[config.mk]
export PLATFORM = sky130hd
export DESIGN_NAME = alu_result_fifo
export DESIGN_NICKNAME = d
export VERILOG_FILES = /design/src/rtl/alu_result_fifo.sv
export SDC_FILE = /design/constraint.sdc
export NUM_CORES = 1
export LEC_CHECK = 0
export ABC_AREA = 1
export CELL_PAD_IN_SITES_DETAIL_PLACEMENT = 1
export CELL_PAD_IN_SITES_GLOBAL_PLACEMENT = 1
export CORE_MARGIN = 2
export CORE_UTILIZATION = 40
export CTS_CLUSTER_DIAMETER = 30
export DETAILED_ROUTE_END_ITERATION = 10
export PLACE_DENSITY_LB_ADDON = 0.1
export SYNTH_ARGS = -nofsm -noshare
export SYNTH_HDL_FRONTEND = slang
export SYNTH_SLANG_ARGS = --single-unit
[constraint.sdc]
create_clock -name clk -period 4.5 [get_ports clk]
set_input_delay 0.9 -clock clk [delete_from_list [all_inputs] [get_ports clk]]
set_output_delay 0.9 -clock clk [all_outputs]
set_load 0.005 [all_outputs]
[src/rtl/alu_result_fifo.sv]
// FIFO buffering ALU result words together with their flags {C,V,Z,S}.
// Define STICKY_FLAGS_EN to add accumulated carry/overflow flags with a clear input.
module alu_result_fifo #(
    parameter int DEPTH = 4
) (
    input  logic                     clk,
    input  logic                     rst,
    input  logic                     in_valid,
    output logic                     in_ready,
    input  logic [3:0]               alu_out,
    input  logic                     carry_out,
    input  logic                     overflow,
    input  logic                     zero,
    input  logic                     signo,
    output logic                     out_valid,
    input  logic                     out_ready,
    output logic [3:0]               dato_out,
    output logic [3:0]               flags_out,
    output logic [$clog2(DEPTH):0]   cuenta,
    output logic                     lleno,
    output logic                     vacio,
`ifdef STICKY_FLAGS_EN
    input  logic                     clr_sticky,
    output logic [1:0]               sticky,
`endif
    output logic                     descarte
);

    localparam int PW = $clog2(DEPTH);
    localparam int CW = $clog2(DEPTH) + 1;

    logic [7:0]    mem_q [DEPTH];
    logic [PW-1:0] wr_ptr_q, wr_ptr_d;
    logic [PW-1:0] rd_ptr_q, rd_ptr_d;
    logic [CW-1:0] cnt_q, cnt_d;
    logic [7:0]    hold_q, hold_d;
    logic          descarte_q, descarte_d;
    logic          wr_en, rd_en;
    logic [7:0]    head;
`ifdef STICKY_FLAGS_EN
    logic [1:0]    sticky_q, sticky_d;
`endif

    assign lleno     = (cnt_q == CW'(DEPTH));
    assign vacio     = (cnt_q == '0);
    assign in_ready  = ~lleno;
    assign out_valid = ~vacio;
    assign wr_en     = in_valid & in_ready;
    assign rd_en     = out_valid & out_ready;
    assign cuenta    = cnt_q;
    assign descarte  = descarte_q;

    // When empty the outputs show the last entry popped, or zero after reset.
    assign head      = vacio ? hold_q : mem_q[rd_ptr_q];
    assign dato_out  = head[7:4];
    assign flags_out = head[3:0];

    always_comb begin
        wr_ptr_d   = wr_ptr_q;
        rd_ptr_d   = rd_ptr_q;
        cnt_d      = cnt_q;
        hold_d     = hold_q;
        descarte_d = in_valid & lleno;
        if (wr_en) begin
            wr_ptr_d = wr_ptr_q + PW'(1);
        end
        if (rd_en) begin
            rd_ptr_d = rd_ptr_q + PW'(1);
            hold_d   = mem_q[rd_ptr_q];
        end
        case ({wr_en, rd_en})
            2'b10:   cnt_d = cnt_q + CW'(1);
            2'b01:   cnt_d = cnt_q - CW'(1);
            default: cnt_d = cnt_q;
        endcase
    end

`ifdef STICKY_FLAGS_EN
    // A flag arriving with the clear still sets its bit.
    always_comb begin
        sticky_d = clr_sticky ? 2'b00 : sticky_q;
        if (wr_en) begin
            sticky_d = sticky_d | {carry_out, overflow};
        end
    end

    always_ff @(posedge clk or posedge rst) begin
        if (rst) begin
            sticky_q <= 2'b00;
        end else begin
            sticky_q <= sticky_d;
        end
    end

    assign sticky = sticky_q;
`endif

    always_ff @(posedge clk or posedge rst) begin
        if (rst) begin
            wr_ptr_q   <= '0;
            rd_ptr_q   <= '0;
            cnt_q      <= '0;
            hold_q     <= '0;
            descarte_q <= 1'b0;
        end else begin
            wr_ptr_q   <= wr_ptr_d;
            rd_ptr_q   <= rd_ptr_d;
            cnt_q      <= cnt_d;
            hold_q     <= hold_d;
            descarte_q <= descarte_d;
        end
    end

    // Storage is left uninitialised; the pointers and count define validity.
    always_ff @(posedge clk) begin
        if (wr_en) begin
            mem_q[wr_ptr_q] <= {alu_out, carry_out, overflow, zero, signo};
        end
    end

endmodule

======== Yosys cells after proc, flatten, opt, wreduce, memory -nomap -nowiden ========
Memories as Yosys holds them, arrays and structs flattened.
Index checks and enable logic that the tools add are counted.
storage, ports and cells
  register bits ........................... 16
  RAM bits ................................ 32
  input port bits ......................... 12
  output and inout bits ................... 16
  logic and storage cells ................. 24
  memories kept ........................... 1
operators by class
  add/subtract/negate cells ............... 4
  equal/unequal tests ..................... 3
  muxes and demuxes ....................... 4
  bitwise logic cells ..................... 5
  reduce and logical (&&, ||, !) cells .... 2
memory list
  memory  depth  bits a word  rd ports  clocked after Yosys merged registers in  write ports  RTL line  text
  mem_q   4      8            1         0                                        1            32        logic [7:0] mem_q [DEPTH];
operators with widths
  cell                 count
  $mux 8               1
  $pmux 3 s2           1
  $add 2x1->2 const B  2
  $add 3x1->3 const B  1
  $and 1x1->1          3
  $eq 3x3->1 const B   1
  $logic_not 3->1      1
  $sub 3x1->3 const B  1
  $eq 2x1->1 const B   1
  $eq 2x2->1 const B   1
  $mux 1               2
  $not 1->1            2
  $reduce_bool 2->1    1

======== Logic depth before layout (Yosys ltp) ========
  word-level depth ........................ 5
  depth in mapped cells ................... 10
  gate-level depth less buffers ........... 10

======== Worst setup path after synthesis ========
OpenSTA, ideal clock, no wires.
  path type ............................... input-to-reg
  start ................................... input port out_ready
  end ..................................... register cnt_q[2] (netlist: cuenta[2])
  library setup time ...................... 0.123 ns
  arrival ................................. 2.024 ns
  slack ................................... 2.353 ns
  stages on the path ...................... 8
  path buffers ............................ 0
  cells stage by stage .................... inv_1 -> a21oi_4 -> ha_1 -> inv_1 -> fa_1 -> nand2_1 -> nand3_1 -> xor2_1
between the ends
  word-level cells in the longest chain between the ends .. 3
ends and longest elaborated chain
  element                                          RTL line  text
  start, declared                                  16        input logic out_ready,
  $and 1x1->1 (*)                                  49        assign rd_en = out_valid & out_ready;
  via rd_en                                        38        logic wr_en, rd_en;
  $eq 2x1->1 or $eq 2x2->1 (tied branches)         71        case ({wr_en, rd_en})
  $pmux 3 s2 or $reduce_bool 2->1 (tied branches)  n/a
  end signal, assigned                             108       cnt_q <= cnt_d;
  end, declared                                    35        logic [CW-1:0] cnt_q, cnt_d;
The timed path passes the listed nets; every way through them passes the cells marked *.
A chain may end at the register's enable or synchronous reset.

======== Worst setup path in the final report ========
  start ................................... register rd_ptr_q[0]
  end ..................................... output port flags_out[1]
between the ends
  word-level cells in the longest chain between the ends .. 2
ends and longest elaborated chain
  element                 RTL line  text
  start, declared         34        logic [PW-1:0] rd_ptr_q, rd_ptr_d;
  start signal, assigned  107       rd_ptr_q <= rd_ptr_d;
  $mem_v2 4x8             n/a
  $mux 8                  54        assign head = vacio ? hold_q : mem_q[rd_ptr_q];
  end, declared           18        output logic [3:0] flags_out,
Every way passes these cells.

==> impl_metrics.yaml <==
critical_path:
  path_max_fanout: 18
  critPathLaunch: "rd_ptr_q[0]"
  reg2reg_from: "cuenta[0]"
  timing.critical_path.arrival_ps: 2250
  cp-start-kind: "flip-flop"
  critPathRequiredTime_ps: 3600
  path_class: "reg2out"
  endpoint_kind: "output port"
route:
  vias: 1459
  viasPerCell: 4.86
  final_antenna_net_count: 0
  drt_first_pass_iters: 4
  detail_route.iter0.violations: 51
  drt_wl_total_um: 4490
  drc: 0
  routedWlPerCell_um: 15.0
synth:
  yosysUniqueCellTypes: 21
  synth_nets: 219
  netlist_area_um2: 2150
  yosysSeqAreaShare_pct: 63.3
  syn_area_per_cell_um2: 10.7
  synth_cells: 201
  synth-seq-cells: 48
  ys_warn_count: 0
global_route:
  grt_pass1_wl_um: 7490
  first_global_vias: 1449
  grtUsageMet3_pct: 4.19
  grt_usage_pct: 16.6
  antenna_found_initial: 0
  grt_max_degree: 19
  grt-busiest-layer: "met2"
  met2_usage_pct: 26.2
  grt_overflow: 0
  grtUsageMet1_pct: 23.0
pwr:
  cellInternalPower_mw: 1.11
  clockPowerShare_pct: 17.1
  power.switching_mw: 0.666
  p_leak_nw: 1.09
  power.density_nw_per_um2: 696
  p_sw_share_pct: 37.4
  p_seq_share_pct: 40.0
  pwr-share-comb_pct: 42.9
  power_mw: 1.78
  ir_drop_uv: 251
cts:
  hold_buffers: 0
  cts-root-buf: "clkbuf_8"
  cts_buffers: 5
  htreeDepth: 2
  cts_sinks: 48
  clock_path_buffers: 2
  cts_tree: "built"
  clk-insertion-delay-late_ps: 300
  clk_pin_slew_ps: 90
  postCtsSetupBuffers: 0
  cts_resized: 0
timing:
  setup_tns_ps: 0
  finalCritPeriodShare_pct: 69.9
  skew_ps: 8.35
  worst-slew-pin-transition_ps: 882
  finalCriticalPeriod_ps: 3150
  setup-violations-final: 0
  relSlewSlack_pct: 41.0
  final-hold-violation-count: 0
  rsz0062_at_grt: "no"
  finalMaxSlewViolations: 0
  fin_ws_ps: 1350
  fmax_mhz: 318
place:
  port_buffers: 27
  place_hpwl_um: 3320
  gp_congestion: 0.773
  place_area_um2: 2450
  post-place-ws_ps: 1660
min_path:
  min-delay-start: "hold_q[0]"
  min_path_type: "reg2reg"
floorplan:
  fp.coreArea_um2: 5140
  die_h_um: 77.4
  initial_core_util_pct: 41.9
  die-width_um: 77.4
  die_area_um2: 5980
  pin_count: 28
  std_cell_rows: 26
run_status:
  status: "finished, final reports clean"
layout:
  synthToLayoutAreaGrowth_pct: 18.9
  drive_above_1_share_pct: 6.96
  nets: 247
  final_area_um2: 2560
  diodes: 0
run:
  cap_viol_max_count: 0
cells in the final DEF (no fill, tap or decap), drive strengths merged:
| cell | n |
|---|---|
| fa | 1 |
| clkdlybuf4s50 | 27 |
| a21oi | 1 |
| clkinv | 3 |
| dfrtp | 16 |
| bufinv | 1 |
| edfxtp | 32 |
| o21ai | 2 |
| ha | 5 |
| nand3 | 34 |
| nor2 | 6 |
| clkbuf | 5 |
| xnor2 | 2 |
| xor2 | 3 |
| inv | 18 |
| nand2 | 74 |
Yosys cell counts:
| cell | count | share of area (%) |
|---|---|---|
| fa_1 | 1 | 0.93 |
| inv_1 | 16 | 2.8 |
| nor2_1 | 5 | 0.87 |
| buf_6 | 4 | 2.1 |
| clkinv_8 | 1 | 0.76 |
| nand2_1 | 70 | 12 |
| nor2_4 | 1 | 0.52 |
| a21oi_4 | 1 | 0.76 |
| nand2_4 | 1 | 0.52 |
| xnor2_1 | 2 | 0.81 |
| ha_1 | 5 | 2.9 |
| o21ai_2 | 1 | 0.41 |
| xor2_1 | 3 | 1.2 |
| nand3_1 | 34 | 7.9 |
| buf_2 | 1 | 0.23 |
| buf_4 | 1 | 0.35 |
| inv_2 | 2 | 0.35 |
| edfxtp_1 | 32 | 45 |
| nand2_2 | 3 | 0.87 |
| o21ai_0 | 1 | 0.23 |
| dfrtp_1 | 16 | 19 |
stage by stage:
stage | util [%] | std cells | hold WS [ps]
global route | 49.8 | 300 | 512
CTS | 49.8 | 300 | 491
global placement | 47.7 | 292 | 465
finish | 49.8 | 300 | 487
floorplan | - | 201 | 449
detailed placement | 47.7 | 292 | 468
worst max-delay path, cell delays in order (launching register included):
cell and delay [ps]:
dfrtp_1 730, inv_2 290, nand2_1 150, nand3_1 140, nand3_1 130, nand2_1 60, clkdlybuf4s50_1 440
cells by family (layout without fill, tap and decap cells):
logic type / Yosys count / after routing / share of synthesized area (%)
compound gates: 3 / 3 / 1.40
simple gates: 114 / 114 / 22.9
flops: 48 / 48 / 63.3
fa+ha+maj: 6 / 6 / 3.84
xor+xnor: 5 / 5 / 2.04
buf+inv: 25 / 54 / 6.57
sequential cells by signal, indices dropped and copies added, names as in the netlist:
signal	flops
cuenta	3
descarte	1
hold_q	8
mem_q	32
rd_ptr_q	2
wr_ptr_q	2
power groups by stage:
| stage | Clock (mW) | Combinational (mW) | Sequential, mW |
|---|---|---|---|
| CTS | 0.309 | 0.780 | 0.714 |
| detailed placement | 0 | 0.775 | 0.723 |
| global placement | 0 | 0.743 | 0.714 |
| floorplan | 0 | 0.503 | 0.670 |
| finish | 0.305 | 0.764 | 0.712 |
| global route | 0.330 | 0.860 | 0.730 |
layer usage:
| metal | wire length [um] | vias up |
|---|---|---|
| met2 | 2120 | 34 |
| met1 | 2130 | 708 |
| met4 | 57 | 0 |
| met5 | 0 | - |
| met3 | 188 | 6 |
| li1 | - | 711 |
final cells by class:
cell class,count,area [um^2]
fill,590,2580
sequential,48,1360
multi-input combinational,128,649
timing repair buffer,27,270
tap,70,87.6
inverter,19,83.8
clock buffer,5,68.8
clock inverter,3,37.5
path summary, 6_finish.rpt:
| path | to | cells after the start | slack [ps] |
|---|---|---|---|
| hold / removal | hold_q[0] | 2 | 490 |
| min in group asynchronous | hold_q[5] | 2 | 990 |
| setup / recovery | flags_out[1] | 6 | 1350 |
| setup reg to reg | cuenta[2] | 9 | 2530 |
| max in group asynchronous | wr_ptr_q[0] | 2 | 3070 |
| hold reg to reg | hold_q[0] | 2 | 490 |
Note: power is estimated with default switching activity, not from simulation.
